===== config.mk =====
export PLATFORM = sky130hd
export DESIGN_NAME = fft_frame_loader
export DESIGN_NICKNAME = d
export VERILOG_FILES = /design/src/rtl/fft_frame_loader.sv
export SDC_FILE = /design/constraint.sdc
export NUM_CORES = 2
export LEC_CHECK = 0
export ABC_AREA = 1
export BUFFER_PORTS_ARGS = -buffer_cell sky130_fd_sc_hd__buf_4
export CELL_PAD_IN_SITES_DETAIL_PLACEMENT = 1
export CELL_PAD_IN_SITES_GLOBAL_PLACEMENT = 1
export CORE_ASPECT_RATIO = 1.2
export CORE_MARGIN = 3
export CORE_UTILIZATION = 32
export CTS_CLUSTER_SIZE = 12
export DETAILED_ROUTE_END_ITERATION = 7
export PLACE_DENSITY = 0.67
export SETUP_SLACK_MARGIN = 0.5
export SLEW_MARGIN = 0
export SYNTH_ARGS = -nofsm -noshare
export SYNTH_HDL_FRONTEND = slang
export SYNTH_SLANG_ARGS = --single-unit

===== constraint.sdc =====
create_clock -name clk -period 2.59 [get_ports clk]
set_input_delay 0 -clock clk [delete_from_list [all_inputs] [get_ports clk]]
set_output_delay 0 -clock clk [all_outputs]
set_load 0.02 [all_outputs]

===== src/rtl/fft_frame_loader.sv =====
// Serial sample loader for the FFT controller.
// Samples are written into ping-pong banks at bit-reversed addresses, giving DIT input order.
// A full bank is launched to the FFT when it is idle. The launched bank is held until fft_done.
module fft_frame_loader #(
  parameter int unsigned BITS  = 16,
  parameter int unsigned N     = 64,
  parameter int unsigned LOG2N = 6
) (
  input  logic              clk,
  input  logic              rst,
  input  logic              in_valid,
  input  logic [BITS-1:0]   in_data,
  output logic              in_ready,
  input  logic              fft_done,
  output logic              ready_inputs,
  output logic [N*BITS-1:0] frame_out,
  output logic              frame_bank,
  output logic              done_err
);

  logic [BITS-1:0]  bank_q [2][N];
  logic [BITS-1:0]  bank_d [2][N];
  logic [1:0]       full_q, full_d;
  logic             wb_q, wb_d;
  logic             lb_q, lb_d;
  logic [LOG2N-1:0] wr_cnt_q, wr_cnt_d;
  logic             fft_busy_q, fft_busy_d;
  logic             out_bank_q, out_bank_d;
  logic             ready_q, ready_d;
  logic             err_q, err_d;
  logic             accept;

  function automatic logic [LOG2N-1:0] bitrev(input logic [LOG2N-1:0] v);
    logic [LOG2N-1:0] r;
    for (int i = 0; i < LOG2N; i++) begin
      r[i] = v[LOG2N-1-i];
    end
    return r;
  endfunction

  // The write bank stays blocked while it still holds an unconsumed frame.
  assign in_ready     = ~full_q[wb_q];
  assign accept       = in_valid & in_ready;
  assign ready_inputs = ready_q;
  assign frame_bank   = out_bank_q;
  assign done_err     = err_q;

  // Present the launched bank as a flat word vector.
  always_comb begin
    frame_out = '0;
    for (int i = 0; i < N; i++) begin
      frame_out[i*BITS +: BITS] = bank_q[out_bank_q][i];
    end
  end

  // Next state: sample write, launch toward the FFT, and release on fft_done.
  always_comb begin
    bank_d     = bank_q;
    full_d     = full_q;
    wb_d       = wb_q;
    lb_d       = lb_q;
    wr_cnt_d   = wr_cnt_q;
    fft_busy_d = fft_busy_q;
    out_bank_d = out_bank_q;
    ready_d    = 1'b0;
    err_d      = err_q;

    if (accept) begin
      bank_d[wb_q][bitrev(wr_cnt_q)] = in_data;
      wr_cnt_d = wr_cnt_q + LOG2N'(1);
      if (wr_cnt_q == LOG2N'(N - 1)) begin
        full_d[wb_q] = 1'b1;
        wb_d         = ~wb_q;
      end
    end

    // Launch only sees banks that were full before this edge.
    if (!fft_busy_q && full_q[lb_q]) begin
      ready_d    = 1'b1;
      out_bank_d = lb_q;
      fft_busy_d = 1'b1;
      lb_d       = ~lb_q;
    end

    // The out bank is never the write bank while busy, so this clear cannot collide
    // with a same-edge fill of the other bank.
    if (fft_done) begin
      if (fft_busy_q) begin
        full_d[out_bank_q] = 1'b0;
        fft_busy_d         = 1'b0;
      end else begin
        err_d = 1'b1;
      end
    end
  end

  // State registers with synchronous reset.
  always_ff @(posedge clk) begin
    if (rst) begin
      for (int b = 0; b < 2; b++) begin
        for (int i = 0; i < N; i++) begin
          bank_q[b][i] <= '0;
        end
      end
      full_q     <= '0;
      wb_q       <= 1'b0;
      lb_q       <= 1'b0;
      wr_cnt_q   <= '0;
      fft_busy_q <= 1'b0;
      out_bank_q <= 1'b0;
      ready_q    <= 1'b0;
      err_q      <= 1'b0;
    end else begin
      bank_q     <= bank_d;
      full_q     <= full_d;
      wb_q       <= wb_d;
      lb_q       <= lb_d;
      wr_cnt_q   <= wr_cnt_d;
      fft_busy_q <= fft_busy_d;
      out_bank_q <= out_bank_d;
      ready_q    <= ready_d;
      err_q      <= err_d;
    end
  end

endmodule


---- Word-level counts from Yosys, hierarchy flattened ----
Cells that the tools add are included.
W data, S select, Z words.
word-level totals
  bits in registers ....................... 2,062
  latch bits .............................. 0
  memory bits (writable) .................. 0
  memory bits (read-only) ................. 0
  bits of input ports ..................... 20
  output and inout bits ................... 1,028
  word-level logic and storage cells ...... 191
  memories ................................ 0
operators by class
  add/subtract/negate cells ............... 1
  multipliers ............................. 0
  div/mod/pow operators ................... 0
  $lt $le $gt $ge ......................... 10
  eq/ne operators ......................... 1
  shift-type cells ........................ 0
  muxes and demuxes ....................... 24
  bitwise operators ....................... 11
  reduce and logical (&&, ||, !) cells .... 8
operators with widths
  kind                   count
  $mux W1024             4
  $bwmux W2048           1
  $demux W1024 S1        1
  $demux W16 S6          1
  $mux W16               1
  $mux W1                10
  $mux W2                4
  $ge A7 B7 Y1 const B   1
  $lt A7 B1 Y1 const B   1
  $not A6 Y7             1
  $add A6 B1 Y6 const B  1
  $eq A6 B6 Y1 const B   1
  $lt A1 B2 Y1 const B   3
  $logic_and A1 B1 Y1    5
  $ge A2 B2 Y1 const B   2
  $not A1 Y1             4
  $not A1 Y2             2
  $reduce_and A2 Y1      2
  $and A2 B2 Y2          1
  $demux W1 S1           2
  $ge A1 B1 Y1 const B   2
  $lt A2 B1 Y1 const B   1
  $not A2 Y2             1
  $or A2 B2 Y2           1
  other kinds (2)        2

---- Logic depth before layout (Yosys ltp) ----
  word-level depth ........................ 10
  depth in mapped cells ................... 10

---- Worst setup path before layout ----
OpenSTA, ideal clock, no wires.
  kind .................................... register to register
  from .................................... register wr_cnt_q[1]
  to ...................................... register bank_q[1141] in the netlist's numbering
  arrival ................................. 1.816 ns
  data required time ...................... 2.526 ns
  slack ................................... 0.710 ns
  stages on the path, launching flop included .. 9
  period minus slack after synthesis ...... 1.880 ns
  path through ............................ dfxtp_1 > ha_1 > ha_1 > clkbuf_1 > nand3_1 > nor2_1 > clkbuf_1 > o21ai_0 > nor2_1
on the way
  word-level cells in the longest chain between the ends .. 8
  elaborated cells between the ends (all ways) .. 9
ends and longest elaborated chain
  item                                                                line  text
  start, declared                                                     26    logic [LOG2N-1:0] wr_cnt_q, wr_cnt_d;
  start signal, assigned                                              118   wr_cnt_q <= wr_cnt_d;
  $not A6 Y7 (not written as such) *                                  69    bank_d[wb_q][bitrev(wr_cnt_q)] = in_data;
  $ge A7 B7 Y1 (not written as such) or $lt A7 B1 Y1 (tied branches)  69
  $logic_and A1 B1 Y1 (not written as such)                           69
  $mux W16 (not written as such)                                      69
  $demux W16 S6 *                                                     69
  $mux W1024 (not written as such) *                                  69
  $demux W1024 S1 *                                                   69
  $bwmux W2048 *                                                      69
  end signal, assigned                                                114   bank_q <= bank_d;
  end, declared                                                       21    logic [BITS-1:0] bank_q [2][N];
Every way passes the cells marked *; elsewhere a longest branch is shown, timed or not.
A chain may end at the register's enable or synchronous reset.

---- Worst setup path after layout ----
  from .................................... register out_bank_q (netlist: frame_bank)
  to ...................................... output port frame_out[304]
on the way
  word-level cells in the longest chain between the ends .. 4
ends and longest elaborated chain
  item                              line  text
  start, declared                   28    logic out_bank_q, out_bank_d;
  start signal, assigned            120   out_bank_q <= out_bank_d;
  $not A1 Y2 (not written as such)  52    frame_out[i*BITS +: BITS] = bank_q[out_bank_q][i];
  $mux W1024 (3 in series)          -
  end, declared                     16    output logic [N*BITS-1:0] frame_out,
Every way passes these cells. The select of a mux whose other input is x is not followed.

==> flow_metrics.tcl <==
set metrics [dict create \
    outcome "finished, final reports clean" \
    synth_nets 14636 \
    r2r-start "wr_cnt_q[1]$_SDFFE_PP0P_" \
    avgSynthCellArea_um2 6.251 \
    dr.pass1.iters 5 \
    power_density_nw_per_um2 622.6 \
    final-setup-viol-count 0 \
    dp_worst_setup_slack_ps -169.9 \
    peakVddDrop_uv 548.3 \
    regArea_um2 41290 \
    port_buffers 1047 \
    maxCapViolCount 0 \
    vias_per_cell 4.944 \
    clock_skew_ps 41.38 \
    fill_cells 36254 \
    dieWidth_um 493.7 \
    placed_area_um2 104400 \
    ys_ff_latch 2062 \
    track_usage_pct 26.92 \
    yosysWarningCount 0 \
    die_height_um 591.2 \
    regToRegSetupSlack_ps 330 \
    start_util_pct 32.21 \
    hp-class "input port to flop" \
    place_congestion 0.8078 \
    layout-drive-gt1-share_pct 14.96 \
    p_total_w 0.07231 \
    die_area_um2 291900 \
    grt_pass1_wl_mm 604.7 \
    worstMarginPinSlew_ps 872.5 \
    htreeDepth 4 \
    setup_ws_ps 89.48 \
    rr_worst_depth 7 \
    num_rows 214 \
    grt.overflow.total 0 \
    wl_mm 415.7 \
    stdcell_area_um2 116100 \
    ant_nets 0 \
    via_count 94966 \
    largestRegisters "bank_q x2048, wr_cnt_q x6, full_q x2" \
    slew_headroom_pct 41.84 \
    finalWorstPathRequiredPeriod_ps 2501 \
    synth-seq-area-share_pct 45.20 \
    regMostFlops "bank_q" \
    cp-start-kind "flop" \
    clkSinkCount 2062 \
    final_common_cell "nand2_1" \
    ios 1048 \
    rsz0062_at_grt "yes" \
    clkSlewWorstSetupHoldPaths_ps 70 \
    leakagePower_nw 53.12 \
    synth_top_area_share_pct 45.20 \
    largest_register_ff_count 2048 \
    drt_iter0_drc 6107 \
    grt_max_degree 146 \
    synthTopCellsByArea "dfxtp_1 (45%), nand2_1 (23%), nor2_1 (15%)" \
    crit_start "frame_bank$_SDFFE_PP0P_" \
    final_nets 15261 \
    utilization_pct 40.96 \
    final_cell_mix "nand2_1 (5504), nor2_1 (3670), dfxtp_1 (2059)" \
    worst-path-max-fanout 11 \
    synth.cell_area_um2 91320 \
    required_ps 2590 \
    r2r-end "bank_q[44]$_SDFFE_PP0P_" \
    path_class "flop to primary output" \
    cts_tree "done" \
    area.growth.synth_to_final_pct 27.18 \
    endpoint "frame_out[304]" \
    synth_cells 14610 \
    insertion_delay_ps 910 \
    period_share_pct 96.55 \
    drcViolationCount 0 \
    antenna_found_initial 14 \
    core_area_um2 283600 \
    slew_viol_final 0 \
    worstSetupEndpointType "primary output" \
    cts_buffer_depth 4 \
    wl_per_cell_um 21.64 \
    hold_violations 0 \
    multi_input_area_um2 46230 \
    place_hpwl_mm 258.5 \
    cts-buffers-inserted 232 \
    holdWs_ps 157.1 \
    max_freq_mhz 399.9 \
    cts-root-buf "clkbuf_16" \
    synth_top_cell_by_area "dfxtp_1" \
    ys_types 22 \
    arrival_ps 2500 \
    grt_pass1_vias 91153 \
]
[worst max-delay path: stages (launching register included)]
cell       delay, ps
dfxtp_4          500
buf_12           220
buf_4            150
bufbuf_16        270
nand2_1           50
nand2_1          230
buf_4            210
[final cells by class]
type / count / share of cell area, %
multi-input combinational: 11293 / 39.81
sequential: 2062 / 35.55
timing repair buffer: 1598 / 13.76
clock buffer: 372 / 6.048
tap: 3780 / 4.072
clock inverter: 47 / 0.4805
inverter: 47 / 0.2607
antenna: 9 / 0.01939
timing repair inverter: 1 / 0.009696
[synth_stat cells, drive strengths merged]
cell type and n:
nand2 5712, nor2 3811, dfxtp 2062, nand3 1038, clkbuf 778, buf 430, o21ai 262, nor3 257
a21oi 203, inv 46, ha 6, nand4 3, clkinv 1, or2 1
[timing repair]
| item | in CTS | in global routing |
|---|---|---|
| endpoints found under the setup margin | 2156 | 2499 |
| hold endpoints to repair | 1000 | 0 |
| setup buffers | 35 | 15 |
| cloned | 28 | 38 |
| hold buffers | 21 | 0 |
| pin swaps | 1 | 63 |
| gates resized for setup | 94 | 356 |
[through the flow]
step                cells  setup TNS [ps]
floorplan           14610               0
global placement    18644           -1446
detailed placement  18644           -7735
CTS                 19147               0
global route        19204               0
finish              19209               0
[cells by family (layout without fill, tap and decap cells)]
kind of cell | count (synthesis) | count (layout) | share of synthesized area (%)
buf+inv | 1255 | 2065 | 5.550
other cells | 0 | 9 | 0
compound gates | 465 | 465 | 2.548
flops | 2062 | 2062 | 45.20
fa+ha+maj | 6 | 6 | 0.08220
simple gates | 10822 | 10822 | 46.62
[power by group]
group / total (W) / switching, W / internal [W]
registers: 0.0319 / 0.0000641 / 0.0318
clock network: 0.0337 / 0.0143 / 0.0194
logic: 0.00676 / 0.00465 / 0.00211
total: 0.0723 / 0.0190 / 0.0533
[worst min path at each step]
stage	cells after the start	start	to	slack [ps]
after detailed placement	2	rst	frame_bank$_SDFFE_PP0P_	250
after global routing	5	fft_done	full_q[1]$_SDFF_PP0_	160
after CTS	5	fft_done	full_q[0]$_SDFF_PP0_	70
after global placement	2	rst	frame_bank$_SDFFE_PP0P_	240
final	5	fft_done	full_q[0]$_SDFF_PP0_	160
after floorplan	1	rst	fft_busy_q$_SDFF_PP0_	70
[layer usage]
| layer | wire (µm) | vias to the layer above | global-route usage, % |
|---|---|---|---|
| met3 | 19960 | 547 | 3.065 |
| met1 | 186100 | 46076 | 36.19 |
| met2 | 192500 | 2245 | 44.12 |
| met5 | 45 | - | 0 |
| met4 | 17090 | 6 | 10.30 |
| li1 | - | 46092 | - |
(Power assumes the default switching activity.)
